<file path="src/rtl/uart_code.sv">
// uart_code: 32-bit-word UART transmitter and receiver joined by an internal
// loopback (receiver listens to tx_serial through a 2-flop synchroniser).
// Frame: start(0), 32 data bits LSB first, stop(1); each bit CLKS_PER_BIT clocks.
// Optional build macro UART_PARITY_EN inserts an even-parity bit before the
// stop bit and adds the rx_parity_err output.
module uart_code #(
    parameter int CLKS_PER_BIT = 86
) (
    input  logic        iclk,
    input  logic        irst_n,
    input  logic        tx_data_valid,
    input  logic [31:0] tx_byte,
    output logic        tx_active,
    output logic        tx_serial,
    output logic        tx_done,
    output logic        rx_data_valid,
    output logic [31:0] rx_byte
`ifdef UART_PARITY_EN
    ,
    output logic        rx_parity_err
`endif
);

    localparam int CW = $clog2(CLKS_PER_BIT);
    localparam logic [CW-1:0] LAST_CNT = CW'(CLKS_PER_BIT - 1);
    localparam logic [CW-1:0] MID_CNT  = CW'((CLKS_PER_BIT - 1) / 2);

    typedef enum logic [2:0] {
        TX_IDLE,
        TX_START,
        TX_DATA,
`ifdef UART_PARITY_EN
        TX_PARITY,
`endif
        TX_STOP,
        TX_CLEANUP
    } tx_state_t;

    typedef enum logic [2:0] {
        RX_IDLE,
        RX_START,
        RX_DATA,
`ifdef UART_PARITY_EN
        RX_PARITY,
`endif
        RX_STOP,
        RX_CLEANUP
    } rx_state_t;

    // ---------------- transmitter ----------------
    tx_state_t      r_tx_state, w_tx_state_next;
    logic [CW-1:0]  r_tx_cnt,   w_tx_cnt_next;
    logic [4:0]     r_tx_idx,   w_tx_idx_next;
    logic [31:0]    r_tx_data,  w_tx_data_next;
    logic           w_tx_cnt_last;

    assign w_tx_cnt_last = (r_tx_cnt == LAST_CNT);

    // TX state register: word latch, bit counter and bit index
    always_ff @(posedge iclk) begin
        if (!irst_n) begin
            r_tx_state <= TX_IDLE;
            r_tx_cnt   <= '0;
            r_tx_idx   <= '0;
            r_tx_data  <= '0;
        end else begin
            r_tx_state <= w_tx_state_next;
            r_tx_cnt   <= w_tx_cnt_next;
            r_tx_idx   <= w_tx_idx_next;
            r_tx_data  <= w_tx_data_next;
        end
    end

    // TX next-state and line/status outputs decoded from the current state
    always_comb begin
        w_tx_state_next = r_tx_state;
        w_tx_cnt_next   = r_tx_cnt;
        w_tx_idx_next   = r_tx_idx;
        w_tx_data_next  = r_tx_data;
        tx_serial       = 1'b1;
        tx_active       = 1'b0;
        tx_done         = 1'b0;
        case (r_tx_state)
            TX_IDLE: begin
                w_tx_cnt_next = '0;
                w_tx_idx_next = '0;
                if (tx_data_valid) begin
                    w_tx_data_next  = tx_byte;
                    w_tx_state_next = TX_START;
                end
            end
            TX_START: begin
                tx_serial = 1'b0;
                tx_active = 1'b1;
                if (w_tx_cnt_last) begin
                    w_tx_cnt_next   = '0;
                    w_tx_state_next = TX_DATA;
                end else begin
                    w_tx_cnt_next = r_tx_cnt + 1'b1;
                end
            end
            TX_DATA: begin
                tx_serial = r_tx_data[r_tx_idx];
                tx_active = 1'b1;
                if (w_tx_cnt_last) begin
                    w_tx_cnt_next = '0;
                    if (r_tx_idx == 5'd31) begin
`ifdef UART_PARITY_EN
                        w_tx_state_next = TX_PARITY;
`else
                        w_tx_state_next = TX_STOP;
`endif
                    end else begin
                        w_tx_idx_next = r_tx_idx + 5'd1;
                    end
                end else begin
                    w_tx_cnt_next = r_tx_cnt + 1'b1;
                end
            end
`ifdef UART_PARITY_EN
            TX_PARITY: begin
                // even parity: line carries the XOR of all data bits
                tx_serial = ^r_tx_data;
                tx_active = 1'b1;
                if (w_tx_cnt_last) begin
                    w_tx_cnt_next   = '0;
                    w_tx_state_next = TX_STOP;
                end else begin
                    w_tx_cnt_next = r_tx_cnt + 1'b1;
                end
            end
`endif
            TX_STOP: begin
                tx_active = 1'b1;
                if (w_tx_cnt_last) begin
                    w_tx_cnt_next   = '0;
                    w_tx_state_next = TX_CLEANUP;
                end else begin
                    w_tx_cnt_next = r_tx_cnt + 1'b1;
                end
            end
            TX_CLEANUP: begin
                // requests are deliberately ignored here; next accept is from IDLE
                tx_done         = 1'b1;
                w_tx_state_next = TX_IDLE;
            end
            default: begin
                w_tx_state_next = TX_IDLE;
            end
        endcase
    end

    // ---------------- receiver ----------------
    logic [1:0]     r_rx_sync;
    logic           w_rx_in;
    rx_state_t      r_rx_state, w_rx_state_next;
    logic [CW-1:0]  r_rx_cnt,   w_rx_cnt_next;
    logic [4:0]     r_rx_idx,   w_rx_idx_next;
    logic [31:0]    r_rx_shift, w_rx_shift_next;
    logic [31:0]    r_rx_byte,  w_rx_byte_next;
    logic           r_rx_valid, w_rx_valid_next;
`ifdef UART_PARITY_EN
    logic           r_rx_par_bad, w_rx_par_bad_next;
    logic           r_rx_parity_err, w_rx_parity_err_next;
`endif

    assign w_rx_in       = r_rx_sync[1];
    assign rx_byte       = r_rx_byte;
    assign rx_data_valid = r_rx_valid;
`ifdef UART_PARITY_EN
    assign rx_parity_err = r_rx_parity_err;
`endif

    // Loopback synchroniser; resets to the idle (high) line level
    always_ff @(posedge iclk) begin
        if (!irst_n) begin
            r_rx_sync <= 2'b11;
        end else begin
            r_rx_sync <= {r_rx_sync[0], tx_serial};
        end
    end

    // RX state register: sampling counter, shift register and output word
    always_ff @(posedge iclk) begin
        if (!irst_n) begin
            r_rx_state      <= RX_IDLE;
            r_rx_cnt        <= '0;
            r_rx_idx        <= '0;
            r_rx_shift      <= '0;
            r_rx_byte       <= '0;
            r_rx_valid      <= 1'b0;
`ifdef UART_PARITY_EN
            r_rx_par_bad    <= 1'b0;
            r_rx_parity_err <= 1'b0;
`endif
        end else begin
            r_rx_state      <= w_rx_state_next;
            r_rx_cnt        <= w_rx_cnt_next;
            r_rx_idx        <= w_rx_idx_next;
            r_rx_shift      <= w_rx_shift_next;
            r_rx_byte       <= w_rx_byte_next;
            r_rx_valid      <= w_rx_valid_next;
`ifdef UART_PARITY_EN
            r_rx_par_bad    <= w_rx_par_bad_next;
            r_rx_parity_err <= w_rx_parity_err_next;
`endif
        end
    end

    // RX next-state: find start edge, re-check at mid-bit, then sample each bit centre
    always_comb begin
        w_rx_state_next = r_rx_state;
        w_rx_cnt_next   = r_rx_cnt;
        w_rx_idx_next   = r_rx_idx;
        w_rx_shift_next = r_rx_shift;
        w_rx_byte_next  = r_rx_byte;
        w_rx_valid_next = 1'b0;
`ifdef UART_PARITY_EN
        w_rx_par_bad_next    = r_rx_par_bad;
        w_rx_parity_err_next = 1'b0;
`endif
        case (r_rx_state)
            RX_IDLE: begin
                w_rx_cnt_next = '0;
                w_rx_idx_next = '0;
`ifdef UART_PARITY_EN
                w_rx_par_bad_next = 1'b0;
`endif
                if (!w_rx_in) begin
                    w_rx_state_next = RX_START;
                end
            end
            RX_START: begin
                if (r_rx_cnt == MID_CNT) begin
                    w_rx_cnt_next = '0;
                    // a line that went high again was a glitch, not a start bit
                    w_rx_state_next = w_rx_in ? RX_IDLE : RX_DATA;
                end else begin
                    w_rx_cnt_next = r_rx_cnt + 1'b1;
                end
            end
            RX_DATA: begin
                if (r_rx_cnt == LAST_CNT) begin
                    w_rx_cnt_next   = '0;
                    w_rx_shift_next = {w_rx_in, r_rx_shift[31:1]};
                    if (r_rx_idx == 5'd31) begin
`ifdef UART_PARITY_EN
                        w_rx_state_next = RX_PARITY;
`else
                        w_rx_state_next = RX_STOP;
`endif
                    end else begin
                        w_rx_idx_next = r_rx_idx + 5'd1;
                    end
                end else begin
                    w_rx_cnt_next = r_rx_cnt + 1'b1;
                end
            end
`ifdef UART_PARITY_EN
            RX_PARITY: begin
                if (r_rx_cnt == LAST_CNT) begin
                    w_rx_cnt_next        = '0;
                    w_rx_par_bad_next    = (w_rx_in != ^r_rx_shift);
                    w_rx_parity_err_next = (w_rx_in != ^r_rx_shift);
                    w_rx_state_next      = RX_STOP;
                end else begin
                    w_rx_cnt_next = r_rx_cnt + 1'b1;
                end
            end
`endif
            RX_STOP: begin
                if (r_rx_cnt == LAST_CNT) begin
                    w_rx_cnt_next   = '0;
                    w_rx_state_next = RX_CLEANUP;
`ifdef UART_PARITY_EN
                    if (w_rx_in && !r_rx_par_bad) begin
`else
                    if (w_rx_in) begin
`endif
                        w_rx_byte_next  = r_rx_shift;
                        w_rx_valid_next = 1'b1;
                    end
                end else begin
                    w_rx_cnt_next = r_rx_cnt + 1'b1;
                end
            end
            RX_CLEANUP: begin
                w_rx_state_next = RX_IDLE;
            end
            default: begin
                w_rx_state_next = RX_IDLE;
            end
        endcase
    end

endmodule

</file>
<file path="config.mk">
export PLATFORM = sky130hd
export DESIGN_NAME = uart_code
export DESIGN_NICKNAME = d
export VERILOG_FILES = /design/src/rtl/uart_code.sv
export SDC_FILE = /design/constraint.sdc
export NUM_CORES = 1
export LEC_CHECK = 0
export ABC_AREA = 1
export ABC_CLOCK_PERIOD_IN_PS = 2880
export BUFFER_PORTS_ARGS = -buffer_cell sky130_fd_sc_hd__buf_2
export CAP_MARGIN = 20
export CORE_MARGIN = 10
export CORE_UTILIZATION = 40
export CTS_CLUSTER_SIZE = 30
export DETAILED_ROUTE_END_ITERATION = 8
export HOLD_SLACK_MARGIN = 0.15
export PLACE_DENSITY = 0.56
export SETUP_SLACK_MARGIN = 0.5
export SYNTH_ARGS = -nofsm -noshare
export SYNTH_HDL_FRONTEND = slang
export SYNTH_SLANG_ARGS = --single-unit
export TNS_END_PERCENT = 1
</file>
<file path="constraint.sdc">
create_clock -name iclk -period 2.88 [get_ports iclk]
set_input_delay 0.288 -clock iclk [delete_from_list [all_inputs] [get_ports iclk]]
set_output_delay 0.288 -clock iclk [all_outputs]
set_load 0.01 [all_outputs]
</file>
# After elaboration in Yosys (flattened, before gate mapping)
# Cells that the tools add are included.
# totals
ff_bits	129
out_inout_bits	36
elab_cells	86
# op_classes
addsub	4
order_cmp	1
n_eq_ne	24
muxes	30
reduce_logical	16
# op_table
operator	n
3-bit two-way mux	10
2-bit != test (second input constant)	12
3-bit case mux with 4 select lines	2
7-bit two-way mux	3
7-bit case mux with 3 select lines	1
5-bit two-way mux	4
5-bit case mux with 2 select lines	2
7-bit by 1-bit adder with 7-bit output (second input constant)	2
7-bit == test (second input constant)	2
7-bit case mux with 2 select lines	1
3-bit by 2-bit == test with 1-bit output (second input constant)	4
3-bit AND reduction	4
5-bit by 1-bit adder with 5-bit output (second input constant)	2
5-bit == test (second input constant)	2
5-bit AND reduction	2
7-bit by 6-bit == test with 1-bit output (second input constant)	1
3-bit by 1-bit == test with 1-bit output (second input constant)	2
3-bit zero test	2
5-bit by 6-bit less-than comparator with 1-bit output (second input constant)	1
2-bit nonzero test	3
1-bit binary-select mux with 5-bit select	1
1-bit two-way mux	4
2-bit AND reduction	2
3-bit == test (second input constant)	1
5 further kinds	5

# Depth between registers and ports, before layout
# depth
ltp_word	4
depth_mapped	11
ltp_nobuf	11

# Least setup slack after synthesis
# OpenSTA, ideal clock, no wires.
# synth_path
kind	register to register
startpoint	reg r_tx_idx[0]
endpoint	reg r_tx_idx[3]
t_arrival_ps	1361
required_ps	2766
slack_ps	1405
stages_incl_launch_ff	12
period_less_slack_ps	1475
cell_sequence	dfxtp_1 -> ha_1 -> inv_1 -> nor2_1 -> ha_1 -> nor2_1 -> nand2_1 -> nand2_2 -> inv_1 -> nor2_1 -> xor2_1 -> nor2_1
# synth_via
elab_chain_len	4
elab_cells_between_ends	7
cone_classes	add/sub: 1; eq/ne: 2; mux: 3; reduce/logical: 1
# synth_lines
element	line_no	rtl
from (decl)	53	logic [4:0] r_tx_idx, w_tx_idx_next;
from (signal assigned)	69	r_tx_idx <= w_tx_idx_next;
5-bit by 1-bit adder with 5-bit output	114	w_tx_idx_next = r_tx_idx + 5'd1;
5-bit two-way mux	107	if (r_tx_idx == 5'd31) begin
5-bit two-way mux	105	if (w_tx_cnt_last) begin
5-bit case mux with 2 select lines	83	case (r_tx_state)
# Several ways; a longest one is shown, not always the timed one. The select of a mux whose other input is x is not followed.
# A chain may end at the register's enable or synchronous reset.

# Final worst setup path
# layout_path
startpoint	reg r_tx_idx[0]
endpoint	out tx_serial
# layout_via
elab_chain_len	3
# layout_lines
element	line_no	rtl
1-bit binary-select mux with 5-bit select	103	tx_serial = r_tx_data[r_tx_idx];
1-bit two-way mux (implied by the code)	103	
1-bit case mux with 2 select lines	83	
to (decl)	14	output logic tx_serial,
# No other way between the ends. The select of a mux whose other input is x is not followed.

==> results_dict.tcl <==
set metrics [dict create \
    outcome "complete, no violations" \
    powerDensity_nw_per_um2 824.3 \
    finalWirelength_um 12400 \
    hold_viol_final 0 \
    fin_area_um2 6516 \
    avgSynthCellArea_um2 7.297 \
    netlist_area_um2 5393 \
    drc 0 \
    dp_hpwl_um 8101 \
    wl_met1_um 5714 \
    dr_wl_met2_um 5947 \
    dr_total_vias 4767 \
    cts-root-buf "clkbuf_16" \
    cap_violations 0 \
    antenna_found_initial 0 \
    crit_path_max_incr_delay_ns 0.33 \
    grt_max_degree 100 \
    syn_inst 739 \
    period_share_pct 73.50 \
    synth_edf_count 0 \
    yosysWarnings 0 \
    dpl.cell_count 951 \
    via_per_inst 4.810 \
    cts_buffers 17 \
    path_cells "inv_1 -> nand2_1 -> nand3_1 -> nand3_1 -> nand2_1 -> nor2_1 -> nand2_1 -> nand3_1 -> nand2_1 -> buf_2" \
    highest_layer "met4" \
    max_clock_freq_ghz 0.4724 \
    start_util_pct 40.72 \
    clk_pin_slew_worst_paths_ns 0.05 \
    io_buffer_count 70 \
    multiInputGateArea_um2 2354 \
    core_area_um2 13240 \
    nNetsFinal 846 \
    yosys.cell_types.count 34 \
    regArea_um2 2584 \
    seq_area_frac_synth_pct 47.89 \
    min_path_type "primary input to flip-flop" \
    max_slew.worst_pin.slew_ns 0.9792 \
    cp-start-kind "flip-flop" \
    post_dp_cell_area_um2 5803 \
    die_area_um2 18530 \
    avgRoutedWirePerCell_um 12.51 \
    num_rows 42 \
    pin_count 71 \
    setup_viol 0 \
    syn_nets 783 \
    cpMaxStageDelayCell "inv_1" \
    ys_ff_latch 129 \
    path_delay_family "simple AND/OR/NAND/NOR gates" \
    wl_met3_um 561 \
    die_h_um 136.1 \
    critPathArrivalTime_ns 1.83 \
    place_congestion 0.8168 \
    h-tree-depth 4 \
    cp.depth 10 \
    grt_setup_unrepaired "no" \
    required_ns 2.59 \
    post_cts_buffers 0 \
    ir_drop_mv 0.3785 \
    place_ws_ns 0.9416 \
    critPathMostFrequentCell "nand2_1" \
    stdcell_count 991 \
    grt-ovfl-total 0 \
    reg2reg_depth 9 \
    grt_pass1_wl_um 21740 \
    maxSlewViolCount 0 \
    clock_latency_ns 0.41 \
    critPathKind "flip-flop to primary output" \
    syn_to_final_growth_pct 20.84 \
    fin_ws_ns 0.7632 \
    first_pass_iters 4 \
    fill_cells 1373 \
    cp-end-kind "primary output" \
    min_path_cells 3 \
    ant_nets 0 \
    drt_iter0_markers 234 \
    crit_path_max_fanout 16 \
    clock_path_buffers 2 \
    chipWidth_um 136.1 \
    grt_pass1_vias 4716 \
    crit_buf_inv 2 \
    async_reset_ff_share_pct 0 \
    post-route-min-period_ns 2.117 \
    cts_tree "built" \
    p_leak_nw 3.071 \
    slew_headroom_pct 34.65 \
    clock_skew_ns 0.007375 \
    cts.sinks 129 \
    grt.total_usage_pct 14.14 \
    antenna-diode-count 0 \
    synth_ff_type "dfxtp_1" \
    drive_gt1_share_pct 14.85 \
    timing.setup.tns_ns 0 \
]
==> routing by layer <==
metal,track usage (%),up-vias
li1,-,2504
met4,5.799,0
met5,0,-
met3,4.354,15
met2,23.65,73
met1,16.47,2175
==> cell usage after synthesis, types with 4 or more instances <==
master    count  share of area, %
dfxtp_1     129                48
nor3_1        7              0.65
clkbuf_1     19               1.3
buf_2        12               1.1
ha_1          9               2.1
a21oi_1      56               5.2
buf_6         4              0.84
nand2_1      94               6.5
nand3_1      48               4.5
o21ai_0      95               8.8
inv_2         4              0.28
nor2_1      160                11
inv_1        65               4.5
==> cell type report <==
| class | count | area share, % |
|---|---|---|
| Multi-Input combinational cell | 502 | 36.12 |
| Tap cell | 176 | 3.379 |
| Inverter | 69 | 3.975 |
| Timing Repair Buffer | 83 | 7.181 |
| Sequential cell | 129 | 39.65 |
| Clock inverter | 9 | 2.362 |
| Clock buffer | 23 | 7.335 |
==> report_power, final <==
part,switching [mW],internal [mW],leakage [nW]
Combinational,0.667,0.345,1.72
Clock,0.758,1.51,0.303
Sequential,0.119,1.97,1.05
Total,1.54,3.83,3.07
==> worst reg2reg max path: cells and delay by family (launching register included) <==
family        cells  cell delay, ns
simple gates      5            0.45
fa+ha+maj         1            0.18
flops             1            0.36
buf+inv           3            0.86
==> per-stage QoR <==
step | hold slack, ns | total power [mW] | utilization (%)
after global placement | 0.4048 | 3.109 | 43.82
final | 0.1671 | 5.371 | 49.21
after floorplan | 0.3925 | 2.904 | -
after CTS | 0.1510 | 5.425 | 49.20
after global routing | 0.1719 | 5.685 | 49.21
after detailed placement | 0.4160 | 3.129 | 43.82
==> kinds of logic (layout without fill, tap and decap cells) <==
logic type               after synthesis  count (layout)  synth area share, %
adder cells (fa/ha/maj)                9               9                2.088
AND/OR/NAND/NOR                      327             327                25.57
AO/OA/AOI/OAI                        163             163                15.50
flip-flops                           129             129                47.89
XOR/XNOR                               3               3               0.4873
buffers and inverters                108             184                8.469
==> path summary, 6_finish.rpt <==
kind / slack, ns / from / to
setup / recovery: 0.76 / r_tx_idx[0] / tx_serial
hold / removal: 0.17 / tx_byte[18] / r_tx_data[18]
setup reg to reg: 0.97 / r_rx_cnt[1] / r_rx_shift[3]
hold reg to reg: 0.43 / r_rx_sync[0] / r_rx_sync[1]
==> sequential cells by signal, indices dropped and copies added (netlist names) <==
signal	count
r_rx_shift	32
r_rx_sync	2
r_tx_data	32
rx_byte	32
r_tx_cnt	7
r_rx_idx	5
r_tx_idx	5
r_tx_state	3
rx_data_valid	1
r_rx_state	3
r_rx_cnt	7
==> what timing repair did <==
action	4_1_cts	5_1_grt
endpoints found under the hold margin	8	0
hold buffers	8	0
endpoints found under the setup margin	0	1
resized for setup	0	1
==> placed cells by master, fill, tap and decap left out, types with 4 or more instances in the layout <==
cell type / netlist / routed
dfxtp_1: 129 / 128
o21ai_0: 95 / 95
nor3_1: 7 / 7
buf_4: 1 / 5
buf_2: 12 / 70
ha_1: 9 / 9
a21oi_1: 56 / 56
nand3_1: 48 / 48
inv_1: 65 / 65
bufinv_16: 0 / 4
inv_2: 4 / 4
nor2_1: 160 / 160
clkbuf_16: 0 / 17
nand2_1: 94 / 94
dlygate4sd3_1: 0 / 8
Power figures use the tool's default switching activity.
